<file path="src/rtl/fwd_pkg.sv">
// Shared definitions for the forwarding / load-use hazard unit: operand-mux select codes
// and the default-width destination-tracking slot record.
package fwd_pkg;

    localparam int unsigned REG_AW_DEFAULT = 5;
    localparam int unsigned FWD_W          = 2;

    localparam logic [FWD_W-1:0] FWD_RF     = 2'd0;
    localparam logic [FWD_W-1:0] FWD_EXMEM  = 2'd1;
    localparam logic [FWD_W-1:0] FWD_MEMWB  = 2'd2;
    localparam logic [FWD_W-1:0] FWD_POSTWB = 2'd3;

    typedef struct packed {
        logic                      valid;
        logic [REG_AW_DEFAULT-1:0] dst;
        logic                      regwrite;
        logic                      memread;
    } slot_t;

endpackage

</file>
<file path="src/rtl/dst_track_slot.sv">
// One stage of the destination-register shadow pipeline; a bubble clears the slot,
// otherwise load captures the upstream record.
module dst_track_slot #(
    parameter int unsigned W = 8
) (
    input  logic         clk,
    input  logic         rst,
    input  logic         load,
    input  logic         bubble,
    input  logic [W-1:0] d,
    output logic [W-1:0] q
);

    always_ff @(posedge clk or posedge rst) begin
        if (rst) begin
            q <= '0;
        end else if (bubble) begin
            q <= '0;
        end else if (load) begin
            q <= d;
        end
    end

endmodule

</file>
<file path="src/rtl/forward_hazard_unit.sv">
// ALU operand forwarding selects and load-use stall for the 5-stage pipeline.
// Define FWD_POSTWB_EN to track the post-WB slot and forward WB-slot producers with code 3.
module forward_hazard_unit
    import fwd_pkg::*;
#(
    parameter int unsigned REG_AW = REG_AW_DEFAULT
) (
    input  logic              Clk,
    input  logic              Rst,
    input  logic              IdValid,
    input  logic [REG_AW-1:0] IdRs,
    input  logic [REG_AW-1:0] IdRt,
    input  logic              IdUsesRs,
    input  logic              IdUsesRt,
    input  logic [REG_AW-1:0] IdDst,
    input  logic              IdRegWrite,
    input  logic              IdMemRead,
    input  logic              Flush,
    output logic              Stall,
    output logic [FWD_W-1:0]  FwdA,
    output logic [FWD_W-1:0]  FwdB
);

    localparam int unsigned SLOT_W = REG_AW + 3;

    // Same layout as fwd_pkg::slot_t, sized by this instance's register width.
    typedef struct packed {
        logic              valid;
        logic [REG_AW-1:0] dst;
        logic              regwrite;
        logic              memread;
    } slot_rec_t;

    slot_rec_t        ex_d;
    slot_rec_t        ex_q;
    slot_rec_t        mem_q;
    slot_rec_t        wb_q;
    logic             id_live_c;
    logic [FWD_W-1:0] fwd_a_c;
    logic [FWD_W-1:0] fwd_b_c;
    logic             unused_slot_bits_c;

    function automatic logic hit(input slot_rec_t s, input logic [REG_AW-1:0] r);
        return s.valid & s.regwrite & (s.dst != '0) & (s.dst == r);
    endfunction

    // Newest producer wins: EX before MEM before WB.
    function automatic logic [FWD_W-1:0] sel(input logic uses, input logic [REG_AW-1:0] r,
                                            input slot_rec_t ex, input slot_rec_t mem,
                                            input slot_rec_t wb);
        logic [FWD_W-1:0] code;
        code = FWD_RF;
        if (uses) begin
            if (hit(ex, r)) begin
                code = FWD_EXMEM;
            end else if (hit(mem, r)) begin
                code = FWD_MEMWB;
`ifdef FWD_POSTWB_EN
            end else if (hit(wb, r)) begin
                code = FWD_POSTWB;
`endif
            end
        end
        return code;
    endfunction

    assign id_live_c = IdValid & ~Flush;

    assign Stall = id_live_c & ex_q.valid & ex_q.memread & ex_q.regwrite & (ex_q.dst != '0)
                 & ((IdUsesRs & (IdRs == ex_q.dst)) | (IdUsesRt & (IdRt == ex_q.dst)));

    always_comb begin
        ex_d          = '0;
        ex_d.valid    = id_live_c;
        ex_d.dst      = IdDst;
        ex_d.regwrite = IdRegWrite;
        ex_d.memread  = IdMemRead;
    end

    always_comb begin
        fwd_a_c = sel(IdUsesRs, IdRs, ex_q, mem_q, wb_q);
        fwd_b_c = sel(IdUsesRt, IdRt, ex_q, mem_q, wb_q);
    end

    always_ff @(posedge Clk or posedge Rst) begin
        if (Rst) begin
            FwdA <= FWD_RF;
            FwdB <= FWD_RF;
        end else if (Stall | ~id_live_c) begin
            FwdA <= FWD_RF;
            FwdB <= FWD_RF;
        end else begin
            FwdA <= fwd_a_c;
            FwdB <= fwd_b_c;
        end
    end

    dst_track_slot #(.W(SLOT_W)) u_ex (
        .clk(Clk), .rst(Rst), .load(1'b1), .bubble(Stall), .d(ex_d), .q(ex_q)
    );

    dst_track_slot #(.W(SLOT_W)) u_mem (
        .clk(Clk), .rst(Rst), .load(1'b1), .bubble(1'b0), .d(ex_q), .q(mem_q)
    );

    dst_track_slot #(.W(SLOT_W)) u_wb (
        .clk(Clk), .rst(Rst), .load(1'b1), .bubble(1'b0), .d(mem_q), .q(wb_q)
    );

`ifdef FWD_POSTWB_EN
    slot_rec_t pwb_q;

    // Post-WB occupancy mirrors the holding register; no select reads it.
    dst_track_slot #(.W(SLOT_W)) u_pwb (
        .clk(Clk), .rst(Rst), .load(1'b1), .bubble(1'b0), .d(wb_q), .q(pwb_q)
    );

    assign unused_slot_bits_c = ^{mem_q.memread, wb_q.memread, pwb_q};
`else
    assign unused_slot_bits_c = ^{mem_q.memread, wb_q};
`endif

endmodule
</file>
<file path="config.mk">
export PLATFORM = sky130hd
export DESIGN_NAME = forward_hazard_unit
export DESIGN_NICKNAME = d
export VERILOG_FILES = /design/src/rtl/fwd_pkg.sv /design/src/rtl/dst_track_slot.sv /design/src/rtl/forward_hazard_unit.sv
export SDC_FILE = /design/constraint.sdc
export NUM_CORES = 1
export LEC_CHECK = 0
export ABC_AREA = 1
export CAP_MARGIN = 0
export CELL_PAD_IN_SITES_DETAIL_PLACEMENT = 0
export CELL_PAD_IN_SITES_GLOBAL_PLACEMENT = 1
export CORE_UTILIZATION = 35
export DETAILED_ROUTE_END_ITERATION = 7
export PLACE_DENSITY_LB_ADDON = 0.1
export SLEW_MARGIN = 30
export SYNTH_ARGS = -nofsm -noshare
export SYNTH_HDL_FRONTEND = slang
export SYNTH_HIERARCHICAL = 1
export SYNTH_SLANG_ARGS = --single-unit
export TNS_END_PERCENT = 5
</file>
<file path="constraint.sdc">
create_clock -name Clk -period 1.7 [get_ports Clk]
set_input_delay 0.17 -clock Clk [delete_from_list [all_inputs] [get_ports Clk]]
set_output_delay 0.17 -clock Clk [all_outputs]
set_load 0.01 [all_outputs]
</file>
==> results.tsv <==
stage	metric	value	unit
cells_and_area	drive_gt1_share	23.7	%
power	powerDensity	583	nW/µm²
cells_and_area	layout_commonest_cell	nand2_1	
cells_and_area	postLayoutCoreUtil	55.6	%
cells_and_area	area_growth	46.8	%
placed_design	dp_hpwl	2450	µm
worst_setup_path	cpMostUsedCell	nand2_1	
placed_design	place_ws	-339	ps
clocking	clk_pin_slew	110	ps
timing	hold_violations	0	
worst_setup_path	timing.rr.start	u_ex/q[3]	
floorplan	rows	20	
global_route	grt_max_degree	11	
global_route	grt.overflow.total	0	
floorplan	die_x	60.4	µm
clocking	clk_latency	300	ps
timing	finalCritPeriodShare	98.4	%
power	ir_drop	0.000293	V
cells_and_area	ff_latch_area	478	µm²
global_route	grt_pass1_vias	1144	
placed_design	gp_congestion	0.823	
timing	finalMaxSlewViolations	0	
yosys	syn_avg_cell_area	7.19	µm²
worst_setup_path	r2r_slack	70	ps
route	drc	0	
worst_setup_path	critPathCapture	Stall	
placed_design	io_buffers	27	
floorplan	start_util	37.9	%
worst_setup_path	max_stage_delay	440	ps
cells_and_area	multiInputGateArea	632	µm²
global_route	grt_antenna_before_repair	0	
route	avgViaCountPerCell	4.51	
cells_and_area	fillCellCount	321	
global_route	grt_use_total	18.7	%
clocking	clock-root-buffer	clkbuf_4	
clocking	cts_max_level	1	
worst_setup_path	endpoint_kind	output port	
cells_and_area	final_area	1750	µm²
cells_and_area	antenna_cells	0	
worst_setup_path	cp_slowest_cell	dfrtp_1	
status	status	complete, no violations	
global_route	grt_pass1_wl	4950	µm
run	cap_viol_max_count	0	
route	antenna_left	0	
placed_design	placed_area	1630	µm²
yosys	postSynthCellCount	166	
worst_setup_path	critical_path.cell_chain	inv_2, nand2_1, nand2_1, nor2_1, nand4_1, nand2_1, nand2_2, inv_2, buf_6	
worst_setup_path	startpoint_type	register	
yosys	yosysWarningCount	6	
cells_and_area	fin_nets	248	
timing	setup_viol	0	
timing	finalCriticalPeriod	1670	ps
route	vias	1209	
clocking	cts_tree	yes	
floorplan	ioPinCount	28	
yosys	syn_area	1190	µm²
worst_setup_path	reg2reg_to	FwdB[1]	
route	drt_first_pass_iters	4	
worst_setup_path	arrival	1500	ps
route	drt-initial-drc-count	57	
route	wl	3030	µm
timing	fmax	598	MHz
clocking	cts_hold_buf	0	
worst_setup_path	rr_worst_depth	12	
timing	finClkSkew	11.0	ps
floorplan	dieArea	3650	µm²
hold_path	min_path_type	primary input to async pin	
timing	grt_setup_unrepaired	true	
power	finalPower	1.02	mW
worst_setup_path	crit_start	u_ex/q[3]	
power	p_leak	0.914	nW
clocking	cts_sinks	19	
worst_setup_path	path_max_fanout	4	
route	detail_route.wl_per_cell	11.3	µm
clocking	cts_buffers	3	
clocking	cts_buffer_depth	2	
timing	setup_ws	28.0	ps
floorplan	die_h	60.4	µm
worst_setup_path	required	1530	ps
cells_and_area	layout_common_cells	nand2_1 (56), buf_4 (27), clkdlybuf4s50_1 (26), nand3_1 (22), dfrtp_1 (17)	
worst_setup_path	worstSetupPathType	register to output port	
floorplan	core-area	3150	µm²
through the flow:
| stage | hold WS (ps) | cells | setup TNS [ps] |
|---|---|---|---|
| after floorplan | -63.9 | 168 | 0 |
| after CTS | 123 | 267 | 0 |
| after global routing | 169 | 268 | -107 |
| final | 122 | 268 | 0 |
| after global placement | 471 | 254 | -1040 |
| after detailed placement | 458 | 254 | -1190 |
state kept, by name, summed over array words and instances, names as in the netlist:
| register | cells |
|---|---|
| FwdB | 2 |
| u_mem/q | 7 |
| FwdA | 2 |
| u_ex/q | 8 |
repair_timing:
action | CTS | global route
cloned | 0 | 0
buffers inserted | 10 | 1
setup endpoints to repair | 1 | 11
gates resized for setup | 9 | 5
pin swaps | 7 | 6
report_power, final:
part / switching, mW / internal, mW
combinational: 0.133 / 0.151
clock: 0.134 / 0.0913
sequential: 0.0339 / 0.479
area by class of cell:
cell class / instances / share of cell area, %
clock buffer: 4 / 1.50
inverter: 23 / 4.93
multi-input combinational: 124 / 36.1
sequential: 19 / 27.3
tap: 44 / 3.14
timing repair buffer: 54 / 27.1
how the worst min path moves through the flow:
stage               slack (ps)      end  cells past startpoint  startpoint
floorplan                  -60  FwdA[0]                      1         Rst
global placement           470  FwdB[1]                      2         Rst
detailed placement         460  FwdA[1]                      2         Rst
CTS                        120  FwdA[1]                      2         Rst
global route               170  FwdB[1]                      2         Rst
finish                     120  FwdA[1]                      2         Rst
worst max-delay path, delay by kind of cell (launching register included):
family	cells	cell delay (ps)
flops	1	440
simple gates	6	540
buf+inv	3	210
per-layer routing:
layer  part of all wire (%)  GRT usage, %  vias up
met5                      0             0        -
met4                   0.59          5.98        0
met3                    3.9          2.77        2
met2                     49          32.2       24
met1                     46          24.0      552
li1                       -             -      631
No activity file was read; power rests on OpenSTA's default activity.
